$ cat config.mk
export PLATFORM = sky130hd
export DESIGN_NAME = if_fetch_stage
export DESIGN_NICKNAME = d
export VERILOG_FILES = /design/src/rtl/if_fetch_stage.sv
export SDC_FILE = /design/constraint.sdc
export NUM_CORES = 1
export LEC_CHECK = 0
export CAP_MARGIN = 40
export CORE_AREA = 8 8 103 152
export DETAILED_ROUTE_END_ITERATION = 10
export DIE_AREA = 0 0 111 160
export DONT_BUFFER_PORTS = 1
export PLACE_DENSITY = 0.45
export REMOVE_ABC_BUFFERS = 1
export SYNTH_ARGS = -nofsm -noshare
export SYNTH_HDL_FRONTEND = slang
export SYNTH_SLANG_ARGS = --single-unit
$ cat constraint.sdc
create_clock -name clk -period 5.3 [get_ports clk]
set_input_delay 0.53 -clock clk [delete_from_list [all_inputs] [get_ports clk]]
set_output_delay 0.53 -clock clk [all_outputs]
set_load 0.01 [all_outputs]
$ cat src/rtl/if_fetch_stage.sv
// ============================================================================
// Module  : if_fetch_stage
// Brief   : Instruction-fetch stage owning the PC, icache miss tracking and
//           branch redirects, feeding the IF/ID register.
//           Optional performance counters under macro IF_PERF_CNT_EN.
// Revision: 1.0 - initial release
// ============================================================================
`default_nettype none

module if_fetch_stage #(
  parameter logic [31:0] RESET_PC  = 32'h0000_0000,
  parameter logic [31:0] NOP_INSTR = 32'h0000_0000
) (
  input  logic        clk,
  input  logic        rst,
  input  logic        data_hit,
  input  logic        instruction_hit,
  input  logic [31:0] icache_data,
  input  logic        branch_taken,
  input  logic [31:0] branch_target,
  output logic [31:0] icache_addr,
  output logic        icache_rd,
  output logic [31:0] npc,
  output logic [31:0] instr,
  output logic        valid
`ifdef IF_PERF_CNT_EN
  ,
  output logic [31:0] fetch_cnt,
  output logic [31:0] miss_cycles
`endif
);

  typedef enum logic [0:0] {
    ST_RUN  = 1'b0,
    ST_MISS = 1'b1
  } state_t;

  state_t      r_state;
  state_t      w_state_nxt;
  logic [31:0] r_pc;
  logic [31:0] w_pc_nxt;
  logic        r_pend;
  logic        w_pend_nxt;
  logic [31:0] r_pend_target;
  logic [31:0] w_pend_target_nxt;
  logic [31:0] w_target;
  logic [31:0] w_pc_inc;
  logic        w_valid;
  logic        w_unused_target_lsb;

  assign w_target            = {branch_target[31:2], 2'b00};
  assign w_unused_target_lsb = ^branch_target[1:0];
  assign w_pc_inc            = r_pc + 32'd4;

  assign icache_addr = r_pc;
  assign icache_rd   = ~rst;
  assign npc         = w_pc_inc;
  assign valid       = w_valid;
  assign instr       = w_valid ? icache_data : NOP_INSTR;

  always_ff @(posedge clk) begin
    if (rst) begin
      r_state       <= ST_RUN;
      r_pc          <= RESET_PC;
      r_pend        <= 1'b0;
      r_pend_target <= 32'd0;
    end else begin
      r_state       <= w_state_nxt;
      r_pc          <= w_pc_nxt;
      r_pend        <= w_pend_nxt;
      r_pend_target <= w_pend_target_nxt;
    end
  end

  always_comb begin
    w_state_nxt       = r_state;
    w_pc_nxt          = r_pc;
    w_pend_nxt        = r_pend;
    w_pend_target_nxt = r_pend_target;
    w_valid           = 1'b0;
    case (r_state)
      ST_RUN: begin
        w_valid = ~rst & instruction_hit & ~branch_taken;
        if (branch_taken) begin
          w_pc_nxt = w_target;
        end else if (!instruction_hit) begin
          w_state_nxt = ST_MISS;
        end else if (data_hit) begin
          w_pc_nxt = w_pc_inc;
        end
      end
      ST_MISS: begin
        // A redirect seen during the miss squashes the word that finally returns.
        w_valid = ~rst & instruction_hit & ~branch_taken & ~r_pend;
        if (instruction_hit) begin
          if (branch_taken) begin
            w_pc_nxt = w_target;
          end else if (r_pend) begin
            w_pc_nxt = r_pend_target;
          end else if (data_hit) begin
            w_pc_nxt = w_pc_inc;
          end
          w_pend_nxt  = 1'b0;
          w_state_nxt = ST_RUN;
        end else if (branch_taken) begin
          w_pend_nxt        = 1'b1;
          w_pend_target_nxt = w_target;
        end
      end
      default: begin
        w_state_nxt = ST_RUN;
      end
    endcase
  end

`ifdef IF_PERF_CNT_EN
  logic [31:0] r_fetch_cnt;
  logic [31:0] r_miss_cycles;

  always_ff @(posedge clk) begin
    if (rst) begin
      r_fetch_cnt   <= 32'd0;
      r_miss_cycles <= 32'd0;
    end else begin
      if (w_valid && data_hit) begin
        r_fetch_cnt <= r_fetch_cnt + 32'd1;
      end
      if (r_state == ST_MISS) begin
        r_miss_cycles <= r_miss_cycles + 32'd1;
      end
    end
  end

  assign fetch_cnt   = r_fetch_cnt;
  assign miss_cycles = r_miss_cycles;
`endif

endmodule

`default_nettype wire

==> qor.yml <==
outcome:
  status: "finished, final reports clean"
synthesis:
  synth_top_area_frac: 0.297
  ys_seq_area_frac: 0.297
  yosysTopAreaCell: "dfxtp_1"
  synth_area_um2: 4190
  synth_flop_cell: "dfxtp_1"
  synth-seq-cells: 62
  netlist_instances: 581
  synth_area_leaders: "dfxtp_1, nand2_1, and3_1"
  async_flop_share: 0
  yosys_warnings: 0
  syn_area_per_cell_um2: 7.20
  synth_edf_count: 0
  yosysUniqueCellTypes: 67
sta:
  period_needed_ns: 3.22
  hold_viol: 0
  slew_violations: 0
  fin_ws_ns: 2.08
  hold_ws_ns: 0.270
  setup_tns_ns: 0
  setup_viol: 0
  skew_ns: 0.00488
  slew-limit-headroom: 0.519
  worst_pin_slew_ns: 0.717
  fmax_ghz: 0.310
  rsz0062_at_grt: "no"
  post-route-period-util: 0.608
pwr:
  p_per_area_nw_per_um2: 282
  p_int_mw: 0.930
  power.switching_mw: 0.359
  p_clk_frac: 0.467
  power_frac_comb: 0.108
  switching_share: 0.279
  p_leak_nw: 1.75
  power_mw: 1.29
  ir_drop_mv: 0.133
  p_seq_frac: 0.425
placement:
  dpl-instance-area_um2: 4270
  dp_slack_ns: 2.41
  gp_congestion: 0.818
  dp.cells: 708
  io_buffers: 0
  hpwl_um: 12000
clock_network:
  htreeDepth: 3
  cts_setup_buffers: 0
  clock_path_buffers: 2
  cts.sinks: 62
  cts_buffers: 9
  clkTransAtPathRegs_ns: 0.06
  insertion_delay_ns: 0.33
  ctsHoldBuffers: 0
  postCtsResizedCells: 0
  cts_tree: "done"
  cts_root_buf: "clkbuf_16"
min_path:
  hp-class: "in2reg"
  hp-start: "rst"
  min_path_cells: 1
  whs_endpoint: "r_pend_target[3]"
worst_setup_path:
  crit_path_end_kind: "output port"
  worst-setup-path-type: "reg2out"
  r2r_cells: 6
  slowest_stage: "nor4_4"
  cp-start-kind: "flip-flop"
  critPathMaxStageDelay_ns: 0.70
  crit_start: "icache_addr[10]"
  worstPathCellList: "nand4_2, nor4_4, nand2_1, nor3_1, xor2_1"
  r2r-end: "icache_addr[12]"
  arrival_ns: 2.69
  crit_required_ns: 4.77
  crit_fanout: 11
  r2r_slack_ns: 2.75
  reg2reg_from: "icache_addr[2]"
final_layout:
  finalInstanceArea_um2: 4580
  final_util: 0.343
  drive_above_1_share: 0.0730
  finalNonFillerCells: 724
  layout_commonest_cell: "nand2_1"
  layout-area-overhead-vs-synth_pct: 9.33
  fin_nets: 627
  diodes: 0
  fill_cells: 1414
  layout_common_cells: "nand2_1, dfxtp_1, a21oi_1"
global_route:
  grt_pass1_vias: 4086
  grt_start_max_net_pins: 51
  grt_usage: 0.182
  grt_pass1_wl_um: 25400
  globalRouteOverflowTotal: 0
  antenna_found_initial: 0
routing:
  ant_nets: 0
  viasPerCell: 5.94
  wirelength_um: 16800
  wl_per_cell_um: 23.2
  drt_pass1_iterations: 5
  drc_errors: 0
  num_vias: 4304
  first_iter_violations: 282
die:
  dieArea_um2: 17800
  die_y_um: 160
  io_pins: 167
  die_w_um: 111
  start_util: 0.314
  rows: 52
  fp.coreArea_um2: 13300
run:
  maxCapViolCount: 0
## how the worst max path moves through the flow
| stage | end | slack (ns) |
|---|---|---|
| final | npc[23] | 2.08 |
| after global routing | npc[23] | 1.86 |
| after CTS | npc[23] | 2.05 |
| after detailed placement | npc[23] | 2.41 |
| after global placement | npc[23] | 2.44 |
| after floorplan | valid | 2.98 |
## synthesized netlist by cell type, types with 2 or more instances
cell type / count
buf_1: 2
o31ai_1: 2
and3_1: 42
a32oi_1: 2
inv_1: 12
dfxtp_1: 62
nand2_1: 116
o211ai_1: 7
nor2_1: 20
mux2i_1: 2
o21ai_0: 40
o2111ai_1: 2
or4_4: 2
clkbuf_1: 27
or4_1: 4
nand4_1: 13
nor3_1: 10
a221oi_1: 2
xor2_1: 15
o32ai_1: 3
or3_1: 2
nand4_2: 2
nand3_1: 26
a21o_1: 9
xnor2_1: 21
a21oi_1: 52
a22o_1: 3
buf_4: 8
a22oi_1: 9
buf_2: 12
o2bb2ai_1: 2
a211oi_1: 3
nand2b_1: 6
and4_1: 2
nor4_1: 6
o22ai_1: 2
## registers in the layout, summed over array words and instances, names as in the netlist
register,flops
icache_addr,30
r_pend,1
r_state,1
r_pend_target,30
## cells by family after synthesis
logic type | count (synthesis) | synth area share
flops | 62 | 0.297
mux | 2 | 0.00478
simple gates | 265 | 0.323
other cells | 1 | 0.000896
compound gates | 152 | 0.228
xor+xnor | 36 | 0.0753
fa+ha+maj | 1 | 0.00299
buf+inv | 62 | 0.0682
## power groups by stage
stage	Combinational (mW)	Sequential [mW]	Clock [mW]
2_1_floorplan	0.103	0.539	0
3_3_place_gp	0.134	0.557	0
3_5_place_dp	0.139	0.558	0
4_1_cts	0.140	0.548	0.615
5_1_grt	0.152	0.553	0.643
6_report	0.139	0.548	0.602
## final cells by class
cell class                      count  area [um^2]  share of cell area
Sequential cell                    62         1240               0.271
Tap cell                          162          203              0.0443
Clock inverter                      4         45.0             0.00984
Timing Repair Buffer               12          115              0.0252
Inverter                           12         45.0             0.00984
Clock buffer                       12          256              0.0561
Multi-Input combinational cell    460         2670               0.584
## critical path, delay by kind of cell, from the launching register on
kind	cells	cell delay (ns)
simple gates	4	1.40
xor+xnor	1	0.29
flops	1	0.65
## layer usage
layer	vias up	GRT usage	wire [um]
met5	-	0	0
met4	0	0.0635	305
met3	22	0.0641	1420
met2	178	0.330	8730
met1	2076	0.188	6340
li1	2028	-	-
Power figures use the tool's default switching activity.
